## config.mk

```make
export PLATFORM = sky130hd
export DESIGN_NAME = dot_prod_sched
export DESIGN_NICKNAME = d
export VERILOG_FILES = /design/src/rtl/dot_prod_sched.sv
export SDC_FILE = /design/constraint.sdc
export NUM_CORES = 1
export LEC_CHECK = 0
export CAP_MARGIN = 20
export CORE_AREA = 2 2 288 290
export DETAILED_ROUTE_END_ITERATION = 12
export DIE_AREA = 0 0 290 292
export PLACE_DENSITY_LB_ADDON = 0.12
export SYNTH_ARGS = -nofsm -noshare
export SYNTH_HDL_FRONTEND = slang
export SYNTH_SLANG_ARGS = --single-unit
```

## constraint.sdc

```tcl
create_clock -name i_clk -period 4.15 [get_ports i_clk]
set_input_delay 0.83 -clock i_clk [delete_from_list [all_inputs] [get_ports i_clk]]
set_output_delay 0.83 -clock i_clk [all_outputs]
set_load 0.005 [all_outputs]
```

## src/rtl/dot_prod_sched.sv

```systemverilog
// dot_prod_sched
//
// Shares one pipelined dot-product datapath among N_REQ requesters.
// A round-robin arbiter takes at most one input vector per cycle and
// registers it towards the datapath. A tag pipe records which requester
// each vector came from. Returning results are paired with their tag and
// queued in a first-word-fall-through result FIFO. Issue is limited by a
// credit count, so the FIFO can always absorb every result in flight.
//
// Ports:
//   i_clk, i_rst_n   clock, asynchronous active-low reset
//   i_req_valid      per-requester vector valid
//   o_req_ready      per-requester accept (one-hot or zero)
//   i_req_data       packed vectors, requester r at slice r
//   o_dp_valid       vector valid towards the datapath
//   o_dp_data        vector towards the datapath
//   i_dp_valid       datapath result valid
//   i_dp_data        datapath result
//   o_res_valid      result FIFO not empty
//   i_res_ready      consumer accepts the head result
//   o_res_data       head result
//   o_res_id         requester ID of the head result
//   o_busy           credit count non-zero
//   o_err            sticky protocol error (result/tag mismatch)

module dot_prod_sched #(
  parameter int N_REQ          = 4,
  parameter int N_IN           = 8,
  parameter int DATA_WIDTH_IN  = 16,
  parameter int DATA_WIDTH_OUT = 38,
  parameter int DP_LATENCY     = 1,
  parameter int FIFO_DEPTH     = 4,
  localparam int ID_W          = (N_REQ > 1) ? $clog2(N_REQ) : 1,
  localparam int VEC_W         = N_IN * DATA_WIDTH_IN
) (
  input  logic                      i_clk,
  input  logic                      i_rst_n,
  input  logic [N_REQ-1:0]          i_req_valid,
  output logic [N_REQ-1:0]          o_req_ready,
  input  logic [N_REQ*VEC_W-1:0]    i_req_data,
  output logic                      o_dp_valid,
  output logic [VEC_W-1:0]          o_dp_data,
  input  logic                      i_dp_valid,
  input  logic [DATA_WIDTH_OUT-1:0] i_dp_data,
  output logic                      o_res_valid,
  input  logic                      i_res_ready,
  output logic [DATA_WIDTH_OUT-1:0] o_res_data,
  output logic [ID_W-1:0]           o_res_id,
  output logic                      o_busy,
  output logic                      o_err
);

  localparam int AW = $clog2(FIFO_DEPTH);
  localparam int CW = $clog2(FIFO_DEPTH + 1);

  // Architectural state
  logic [ID_W-1:0]           rr_ptr_q, rr_ptr_d;
  logic [CW-1:0]             credit_q, credit_d;
  logic                      dp_valid_q, dp_valid_d;
  logic [VEC_W-1:0]          dp_data_q, dp_data_d;
  logic [ID_W-1:0]           dp_id_q, dp_id_d;
  logic [DP_LATENCY-1:0]     tag_valid_q, tag_valid_d;
  logic [ID_W-1:0]           tag_id_q [DP_LATENCY];
  logic [ID_W-1:0]           tag_id_d [DP_LATENCY];
  logic [DATA_WIDTH_OUT-1:0] fifo_data_q [FIFO_DEPTH];
  logic [DATA_WIDTH_OUT-1:0] fifo_data_d [FIFO_DEPTH];
  logic [ID_W-1:0]           fifo_id_q [FIFO_DEPTH];
  logic [ID_W-1:0]           fifo_id_d [FIFO_DEPTH];
  logic [AW:0]               wr_ptr_q, wr_ptr_d;
  logic [AW:0]               rd_ptr_q, rd_ptr_d;
  logic                      err_q, err_d;

  // Combinational helpers
  logic                      credit_ok;
  logic [N_REQ-1:0]          grant_vec;
  logic                      grant_any;
  logic [ID_W-1:0]           grant_id;
  logic [ID_W-1:0]           arb_sel;
  int                        arb_idx;
  logic                      tag_out_valid;
  logic [ID_W-1:0]           tag_out_id;
  logic                      fifo_wr;
  logic                      tag_miss;
  logic                      tag_spurious;
  logic                      res_valid;
  logic                      res_pop;

  // A full credit count blocks issue even if a result is consumed in the
  // same cycle; the freed credit is only visible once registered. Gating
  // with i_rst_n keeps o_req_ready low while reset is asserted.
  assign credit_ok = (credit_q < CW'(FIFO_DEPTH)) && i_rst_n;

  // Round-robin search starting at the pointer; first valid requester wins.
  always_comb begin
    grant_vec = '0;
    grant_any = 1'b0;
    grant_id  = '0;
    arb_idx   = 0;
    arb_sel   = '0;
    if (credit_ok) begin
      for (int i = 0; i < N_REQ; i++) begin
        arb_idx = int'(rr_ptr_q) + i;
        if (arb_idx >= N_REQ) begin
          arb_idx = arb_idx - N_REQ;
        end
        arb_sel = ID_W'(arb_idx);
        if (!grant_any && i_req_valid[arb_sel]) begin
          grant_any          = 1'b1;
          grant_id           = arb_sel;
          grant_vec[arb_sel] = 1'b1;
        end
      end
    end
  end

  assign tag_out_valid = tag_valid_q[DP_LATENCY-1];
  assign tag_out_id    = tag_id_q[DP_LATENCY-1];
  assign fifo_wr       = i_dp_valid && tag_out_valid;
  assign tag_miss      = tag_out_valid && !i_dp_valid;
  assign tag_spurious  = i_dp_valid && !tag_out_valid;
  assign res_valid     = (wr_ptr_q != rd_ptr_q);
  assign res_pop       = res_valid && i_res_ready;

  // Next-state for arbiter pointer, issue register, tag pipe and credits.
  // The tag pipe follows the issue register so its last stage lines up with
  // the datapath result DP_LATENCY cycles after o_dp_valid.
  always_comb begin
    rr_ptr_d    = rr_ptr_q;
    dp_valid_d  = grant_any;
    dp_data_d   = dp_data_q;
    dp_id_d     = dp_id_q;
    tag_valid_d = tag_valid_q;
    tag_id_d    = tag_id_q;
    err_d       = err_q;

    if (grant_any) begin
      dp_data_d = i_req_data[int'(grant_id)*VEC_W +: VEC_W];
      dp_id_d   = grant_id;
      if (grant_id == ID_W'(N_REQ - 1)) begin
        rr_ptr_d = '0;
      end else begin
        rr_ptr_d = grant_id + ID_W'(1);
      end
    end

    tag_valid_d[0] = dp_valid_q;
    tag_id_d[0]    = dp_id_q;
    for (int k = 1; k < DP_LATENCY; k++) begin
      tag_valid_d[k] = tag_valid_q[k-1];
      tag_id_d[k]    = tag_id_q[k-1];
    end

    if (tag_miss || tag_spurious) begin
      err_d = 1'b1;
    end

    // A missing result gives its credit back since nothing will be queued.
    credit_d = credit_q + CW'(grant_any) - CW'(res_pop) - CW'(tag_miss);
  end

  // Result FIFO: write at the tail and read at the head independently.
  always_comb begin
    fifo_data_d = fifo_data_q;
    fifo_id_d   = fifo_id_q;
    wr_ptr_d    = wr_ptr_q;
    rd_ptr_d    = rd_ptr_q;
    if (fifo_wr) begin
      fifo_data_d[wr_ptr_q[AW-1:0]] = i_dp_data;
      fifo_id_d[wr_ptr_q[AW-1:0]]   = tag_out_id;
      wr_ptr_d                      = wr_ptr_q + (AW+1)'(1);
    end
    if (res_pop) begin
      rd_ptr_d = rd_ptr_q + (AW+1)'(1);
    end
  end

  always_ff @(posedge i_clk or negedge i_rst_n) begin
    if (!i_rst_n) begin
      rr_ptr_q    <= '0;
      credit_q    <= '0;
      dp_valid_q  <= 1'b0;
      dp_data_q   <= '0;
      dp_id_q     <= '0;
      tag_valid_q <= '0;
      for (int k = 0; k < DP_LATENCY; k++) begin
        tag_id_q[k] <= '0;
      end
      for (int k = 0; k < FIFO_DEPTH; k++) begin
        fifo_data_q[k] <= '0;
        fifo_id_q[k]   <= '0;
      end
      wr_ptr_q    <= '0;
      rd_ptr_q    <= '0;
      err_q       <= 1'b0;
    end else begin
      rr_ptr_q    <= rr_ptr_d;
      credit_q    <= credit_d;
      dp_valid_q  <= dp_valid_d;
      dp_data_q   <= dp_data_d;
      dp_id_q     <= dp_id_d;
      tag_valid_q <= tag_valid_d;
      for (int k = 0; k < DP_LATENCY; k++) begin
        tag_id_q[k] <= tag_id_d[k];
      end
      for (int k = 0; k < FIFO_DEPTH; k++) begin
        fifo_data_q[k] <= fifo_data_d[k];
        fifo_id_q[k]   <= fifo_id_d[k];
      end
      wr_ptr_q    <= wr_ptr_d;
      rd_ptr_q    <= rd_ptr_d;
      err_q       <= err_d;
    end
  end

  assign o_req_ready = grant_vec;
  assign o_dp_valid  = dp_valid_q;
  assign o_dp_data   = dp_data_q;
  assign o_res_valid = res_valid;
  assign o_res_data  = fifo_data_q[rd_ptr_q[AW-1:0]];
  assign o_res_id    = fifo_id_q[rd_ptr_q[AW-1:0]];
  assign o_busy      = (credit_q != '0);
  assign o_err       = err_q;

endmodule

```

Word-level counts from Yosys, hierarchy flattened
Cells that the tools add are included.
{"block": "totals", "register_bits": 306, "in_bits": 558, "out_inout_bits": 176, "elab_cells": 133}
{"block": "op_classes", "add_sub_neg": 13, "order_cmp": 16, "n_eq_ne": 2, "shifts": 1, "n_mux": 58, "bitwise": 5, "reduce_logical": 20}
{"cell": "$shiftx A512 B10 Y128", "n": 1}
{"cell": "$bwmux W152", "n": 1}
{"cell": "$mux W38", "n": 3}
{"cell": "$bmux W38 S2", "n": 1}
{"cell": "$demux W38 S2", "n": 1}
{"cell": "$mux W2", "n": 17}
{"cell": "$mux W4", "n": 8}
{"cell": "$mux W1", "n": 16}
{"cell": "$ge A3 B3 Y1 const B", "n": 5}
{"cell": "$logic_and A1 B1 Y1", "n": 13}
{"cell": "$lt A2 B3 Y1 const B", "n": 4}
{"cell": "$or A4 B4 Y4", "n": 3}
{"cell": "$bmux W1 S2", "n": 4}
{"cell": "$bwmux W8", "n": 1}
{"cell": "$demux W1 S2", "n": 4}
{"cell": "$ge A2 B1 Y1 const B", "n": 4}
{"cell": "$sub A2 B1 Y2 const B", "n": 4}
{"cell": "$add A2 B2 Y3 const B", "n": 2}
{"cell": "$add A3 B1 Y3 const B", "n": 2}
{"cell": "$not A2 Y3", "n": 2}
{"cell": "$sub A3 B1 Y3", "n": 2}
{"cell": "$logic_not A1 Y1", "n": 5}
{"cell": "$bmux W2 S2", "n": 1}
{"cell": "$demux W2 S2", "n": 1}
{"cell": "10 further kinds", "n": 10}

Longest topological paths before layout
Gate-level depths: netlist (run 1).
{"block": "depth", "ltp_word": 22, "mapped_depth": 13, "ltp_nobuf": 11}

Worst setup path after synthesis (run 1)
No wires, ideal clock.
{"block": "synth_path", "path_kind": "input to output", "start": "input i_req_valid[3]", "end": "output o_req_ready[0]", "arrival_ns": 2.222, "required_ns": 3.320, "slack_ns": 1.098, "path_stages": 5, "path_buffers": 1, "cell_sequence": "mux4_2 buf_2 nor4b_1 a221oi_1 nor2_1"}
{"block": "synth_via", "elab_chain_len": 16, "word_cells_on_any_way": 31, "cone_classes": "mux: 22; bitwise: 3; reduce/logical: 6"}
{"item": "start, declared", "line_no": "38", "text": "input logic [N_REQ-1:0] i_req_valid,"}
{"item": "$bmux W1 S2", "line_no": "107", "text": "if (!grant_any && i_req_valid[arb_sel]) begin"}
{"item": "$mux W1 (not written as such)", "line_no": "107"}
{"item": "$mux W1", "line_no": "107"}
{"item": "$mux W1", "line_no": "100", "text": "if (credit_ok) begin"}
{"item": "$logic_not A1 Y1", "line_no": "107"}
{"item": "$logic_and A1 B1 Y1", "line_no": "107"}
{"item": "$mux W1", "line_no": "107"}
{"item": "$mux W1", "line_no": "100"}
{"item": "$logic_not A1 Y1", "line_no": "107"}
{"item": "$logic_and A1 B1 Y1", "line_no": "107"}
{"item": "$mux W1", "line_no": "107"}
{"item": "$mux W1", "line_no": "100"}
{"item": "$logic_not A1 Y1", "line_no": "107"}
{"item": "$logic_and A1 B1 Y1", "line_no": "107"}
{"item": "$mux W4 (*)", "line_no": "107"}
{"item": "$mux W4 (*)", "line_no": "100"}
{"item": "end, declared", "line_no": "39", "text": "output logic [N_REQ-1:0] o_req_ready,"}
Every way passes the cells marked *; elsewhere a longest branch is shown, timed or not. The select of a mux whose other input is x is not followed.

Final worst setup path (run 1)
{"block": "layout_path", "start": "input i_req_valid[3]", "end": "output o_req_ready[1]"}
The elaborated chain is that of the path after synthesis.

==> results of run 1 <==
layout by cell type (no fill, tap or decap), types with 3 or more instances in the layout:
cell type,netlist,routed
buf_4,3,30
nand2_1,141,136
clkbuf_16,0,43
clkbuf_8,0,12
buf_12,0,21
o221ai_1,128,128
ha_1,18,17
a22oi_1,4,4
dfrtp_1,306,303
clkbuf_1,41,7
inv_1,13,13
o21ai_0,4,4
nor2_1,10,10
xnor2_1,7,7
a21oi_1,3,3
clkdlybuf4s50_1,0,732
diode_2,0,18
mux2_2,161,161
mux4_2,44,44
xor2_1,3,3
nand2_2,0,4
mux2i_1,258,258
clkinv_2,0,5
a221oi_1,4,4
stage by stage:
step                area [um^2]  total power [mW]  util [%]  setup slack (ns)  hold slack, ns
global route              26200              20.8      32.1            0.0798           0.391
finish                    26200              19.7      32.1             0.195           0.377
floorplan                 15900              10.6         -              1.10           0.354
CTS                       26100              20.1      32.0            0.0494           0.379
detailed placement        24700              16.2      30.3             0.201           0.367
global placement          24700              16.1      30.3             0.200           0.368
worst paths after layout:
kind                                    end
min                             tag_id_q[1]
max reg2reg                   o_dp_data[87]
min in group asynchronous  fifo_data_q[124]
max                          o_req_ready[1]
min reg2reg                     tag_id_q[1]
max in group asynchronous     o_dp_data[81]
layout make-up:
type                            count  area, um^2
Timing Repair Buffer              785        8000
Inverter                           13        48.8
Clock buffer                       62        1270
Fill cell                        8243       55400
Antenna cell                       18        45.0
Tap cell                         1070        1340
Multi-Input combinational cell    806        7710
Clock inverter                      9        92.6
Sequential cell                   306        7660
flip-flops by register name, summed over array words and instances, names as in the netlist, 3 cells and up:
register / flops
credit_q: 3
fifo_data_q: 152
fifo_id_q: 8
o_dp_data: 128
rd_ptr_q: 3
wr_ptr_q: 3
logic make-up after synthesis:
kind of cell	share of synthesized area [%]
mux	33.9
flops	48.2
simple gates	4.02
compound gates	8.21
buf+inv	3.58
fa+ha+maj	1.54
xor+xnor	0.551
routing by layer:
layer	GRT usage (%)	up-vias	part of all wire, %
met2	38.8	579	50
met3	5.59	166	6.4
met4	6.77	20	2.9
met5	0	-	0.13
li1	-	6134	-
met1	26.9	7110	40
critical path, stage by stage:
cell and delay, ns:
clkdlybuf4s50_1 0.55, mux4_2 0.61, nor4b_1 0.28, buf_4 0.18
a221oi_1 0.06, nor2_1 0.10, clkdlybuf4s50_1 0.51
power breakdown:
group	switching (mW)	internal [mW]	total, mW
sequential	1.09	4.46	5.55
clock	1.49	2.17	3.66
combinational	4.89	5.61	10.5
total	7.46	12.2	19.7
repair_timing:
action | CTS | global route
hold buffers | 1 | 0
hold endpoints to repair | 2 | 0
gates resized for setup | 1 | 1
buffers inserted | 0 | 1
setup endpoints to repair | 4 | 4
==> reports/summary.txt, run 1 <==
Clock sinks: 306
Drt drc: 0
Clock Pin Slew Worst Setup and Hold Paths: 0.05 ns
Final hold viol count: 0
Total nets after synthesis: 1803
CTS HTree Levels: 2
Avg Vias per Cell: 4.56
First-pass GRT wire length: 130000 um
Vias in the first global route: 14800
Syn avg cell area: 13.0 um^2
TritonCTS buffer count: 43
CP startpoint: i_req_valid[3]
CTS tree: built
Post-layout min period: 3.95 ns
Non-filler cells, final: 3069
Final HPWL DP: 78100 um
Synth warn: 0
Post-synth top cells: dfrtp_1 (306), mux2i_1 (258), mux2_2 (161)
Nature of the critical path endpoint: output port
Max Transition Viols Final: 0
Post-synth EDFFs: 0
Cell accounting for the most synthesized area: dfrtp_1
Max Cap Violations: 0
Top_reg_cell synth: dfrtp_1
Worst hold path type: reg2reg
Pin count of the biggest net entering global routing: 161
Top cells by area, synth: dfrtp_1 (48%), mux2i_1 (16%), mux2_2 (11%)
Reg2Reg Depth: 10
Power density over the cells: 753 nW/um^2
Starting DRT DRC Count: 886
Fraction of layout cells with a size suffix above 1: 17.1%
Top Ports: 734
FP Rows: 105
Starting Density: 19.5%
Core region area: 81600 um^2
Worst slew pin tran: 1.09 ns
Maximum vdd ir drop: 255 uV
Asr flop ratio synth: 100%
Setup violators final: 0
Type of origin of the critical path: input port
CTS Buffer Depth: 3
CP arrival: 3.12 ns
Cell count after synthesis: 1226
Area delta synth->final: 64.7%
CP Max Fanout: 8
Placer Congestion: 0.963
Cell variety after synth: 37
Req. time, crit path: 3.32 ns
Nets: 2532
TNS Setup: 0 ns
Initial antenna violation count: 55
WHS Path Cells: 0
DR pass1 iterations: 5
Post-synthesis register bit count: 306
GRT Total Usage: 22.2%
Register area share after synthesis: 48.2%
Clk_lat worst skew: 0.57 ns
Routed WL: 96900 um
RSZ-0062 raised after global routing: no
Slew HR: 27.4%
Period utilization: 95.3%
P_leak: 10.7 nW
Outcome: finished clean
DR WL/cell: 31.6 um
Most frequent cell after synthesis: dfrtp_1
Reg2Reg Setup Slack: 0.92 ns
Placed cell count: 2978
Root Buffer: clkbuf_16
Post-synthesis instance area: 15900 um^2
DR vias: 14000
Grt ovf: 0
Fmax: 253 MHz
Port Buffers: 733
Full die area: 84700 um^2
Die height: 292 um
FF-to-FF Start: rr_ptr_q[1]
DIE WIDTH: 290 um
Top cell type's share of synthesized area: 48.2%
Critical path class: in2out
Hold_sp: dp_id_q[1]
Final ANT Viol Nets: 0
Clock skew: 0.0192 ns
Power figures use the tool's default switching activity.
==> inputs of run 2 (changes only) <==
==> constraint.sdc (replaced) <==
create_clock -name i_clk -period 5 [get_ports i_clk]
set_input_delay 1 -clock i_clk [delete_from_list [all_inputs] [get_ports i_clk]]
set_output_delay 1 -clock i_clk [all_outputs]
set_load 0.005 [all_outputs]
==> run 2 against run 1 <==
  * Combinational power fell by 20%
  * Clock-buffer cell count is 7 lower
  * Non-clock buffer count down 24
  * Routed wire length is 3.1% lower
  * Sequential power down 16%
  * Sequential cell count unchanged
  * First-iteration DRC count is 8.9% lower
  * Register-to-register slack improved by 0.03 ns
  * Sequential share of layout area increased by 0.40 points
  * Clock skew down 0.0060 ns
  * Critical path depth unchanged
  * Worst hold slack lost 0.035 ns
==> reports/summary.txt, run 2 (synthesis gave the netlist of run 1 again) <==
Nature of the critical path endpoint: output port
Crit-path max cell delay: 0.69 ns (+0.08 ns)
Type of origin of the critical path: register
Biggest register: fifo_data_q
Avg Vias per Cell: 4.61 (+1.0%)
Placed Area: 24500 um^2 (-1.1%)
DIE WIDTH: 290 um (unchanged)
Grt ovf: 0 (unchanged)
Worst hold path type: in2async
DR vias: 14000 (-0.17%)
Clk_lat worst skew: 0.56 ns (about the same)
Final hold viol count: 0 (unchanged)
Slew HR: 31.6% (+4.2 points)
CP arrival: 3.60 ns (+0.48 ns)
CTS HTree Levels: 2 (unchanged)
Crit-path slowest cell: dfrtp_1
RSZ-0062 raised after global routing: no
CP Max Fanout: 14 (+6)
Non-filler cells, final: 3033 (-1.2%)
Number of fill cells: 8203 (-0.49%)
Top Ports: 734 (unchanged)
Clock skew: 0.0133 ns (-0.00595 ns)
Post-cts sizing count: 0 (-1)
Nets: 2505 (-1.1%)
Core region area: 81600 um^2 (unchanged)
CP Cell Sequence: inv_1 -> ha_1 -> mux4_2 -> nor4b_2 -> a221oi_1 -> nor2_1 -> clkdlybuf4s50_1
Pin count of the biggest net entering global routing: 145 (-9.9%)
CTS Buffer Depth: 3 (unchanged)
First-pass GRT wire length: 126000 um (-2.7%)
Starting DRT DRC Count: 807 (-8.9%)
Area delta synth->final: 62.4%
DR WL/cell: 30.9 um (-2.0%)
Fraction of layout cells with a size suffix above 1: 15.9% (-1.1 points)
Placed cell count: 2956 (-0.74%)
TritonCTS buffer count: 40 (-7.0%)
TNS Setup: 0 ns (unchanged)
Starting Density: 19.5% (unchanged)
Max Transition Viols Final: 0 (unchanged)
Power density over the cells: 622 nW/um^2 (-17%)
Outcome: finished clean
Maximum vdd ir drop: 332 uV (+30%)
Worst slew pin tran: 1.03 ns (-0.0626 ns)
Vias in the first global route: 14500 (-2.5%)
Clock Pin Slew Worst Setup and Hold Paths: 0.06 ns (about the same)
Post-CTS Setup Bufs: 0 (unchanged)
CTS tree: built
Hold Buf Count CTS: 0 (-1)
Drt drc: 0 (unchanged)
Post-layout min period: 4.60 ns
Most frequent cells in the layout: clkdlybuf4s50_1 (732), dfrtp_1 (304), mux2i_1 (258)
Req. time, crit path: 4.00 ns (+0.68 ns)
GRT Total Usage: 21.5% (-0.73 points)
Final HPWL DP: 74900 um (-4.1%)
Die height: 292 um (unchanged)
Root Buffer: clkbuf_16
Full die area: 84700 um^2 (unchanged)
Largest register FFs: 152 (unchanged)
Routed WL: 93900 um (-3.1%)
Design Area, Final: 25800 um^2 (-1.4%)
Max Cap Violations: 0 (unchanged)
Critical path class: reg2out
Period utilization: 92.0%
FP Rows: 105 (unchanged)
Clock sinks: 306 (unchanged)
Most common cell after layout, fill and taps aside: clkdlybuf4s50_1
Final ANT Viol Nets: 0 (unchanged)
Design Power: 16.0 mW (-19%)
Port Buffers: 733 (unchanged)
Fmax: 217 MHz
P_leak: 10.5 nW (-1.7%)
Placer Congestion: 0.979 (+1.7%)
DR pass1 iterations: 7 (+2)
Setup violators final: 0 (unchanged)
Initial antenna violation count: 51 (-7.3%)
==> run 2: layout make-up <==
type                    count  area (um^2)  share of cell area, %
multi-input cells         806         7720                   29.9
flip-flops and latches    306         7660                   29.7
inverters                  13         48.8                  0.189
diodes                     10         25.0                 0.0970
clock inverters            12          153                  0.592
repair buffers            761         7710                   29.9
well taps                1070         1340                   5.19
clock buffers              55         1150                   4.45
==> run 2: final timing paths <==
kind	start	end	slack, ns	cells past startpoint
setup / recovery	rr_ptr_q[0]	o_req_ready[2]	0.40	7
hold / removal	i_rst_n	fifo_data_q[123]	0.34	1
setup reg to reg	rr_ptr_q[0]	o_dp_data[97]	0.95	9
hold reg to reg	dp_id_q[0]	tag_id_q[0]	0.38	0
max in group asynchronous	i_rst_n	o_dp_data[109]	3.35	2
min in group i_clk	dp_id_q[0]	tag_id_q[0]	0.38	0
==> run 2: power breakdown <==
| part | switching, mW | internal, mW | total, mW | leakage, nW |
|---|---|---|---|---|
| Sequential | 0.955 | 3.70 | 4.66 | 3.76 |
| Combinational | 3.96 | 4.48 | 8.44 | 6.13 |
| Clock | 1.20 | 1.75 | 2.95 | 0.642 |
==> run 2: metal layers <==
metal  track usage (%)  wire length, um  part of all wire (%)
met1              26.3            38100                    41
met2              37.6            47000                    50
met3              5.47             6050                   6.4
met4              5.51             2540                   2.7
met5                 0              175                  0.19
==> run 2: per-stage QoR <==
step	setup slack (ns)	hold WS, ns	utilization (%)
after floorplan	1.61	0.354	-
after global placement	0.441	0.361	30.0
after detailed placement	0.332	0.364	30.0
after CTS	0.0994	0.327	31.6
after global routing	0.133	0.348	31.6
final	0.399	0.343	31.6
==> run 2: critical path, delay by kind of cell, from the launching register on <==
family                     cells  cell delay (ns)
adders and majority gates      1             0.46
muxes                          1             0.43
AOI/OAI and AO/OA              1             0.15
buffers and inverters          2             0.77
and+or+nand+nor                2             0.53
DFF                            1             0.69
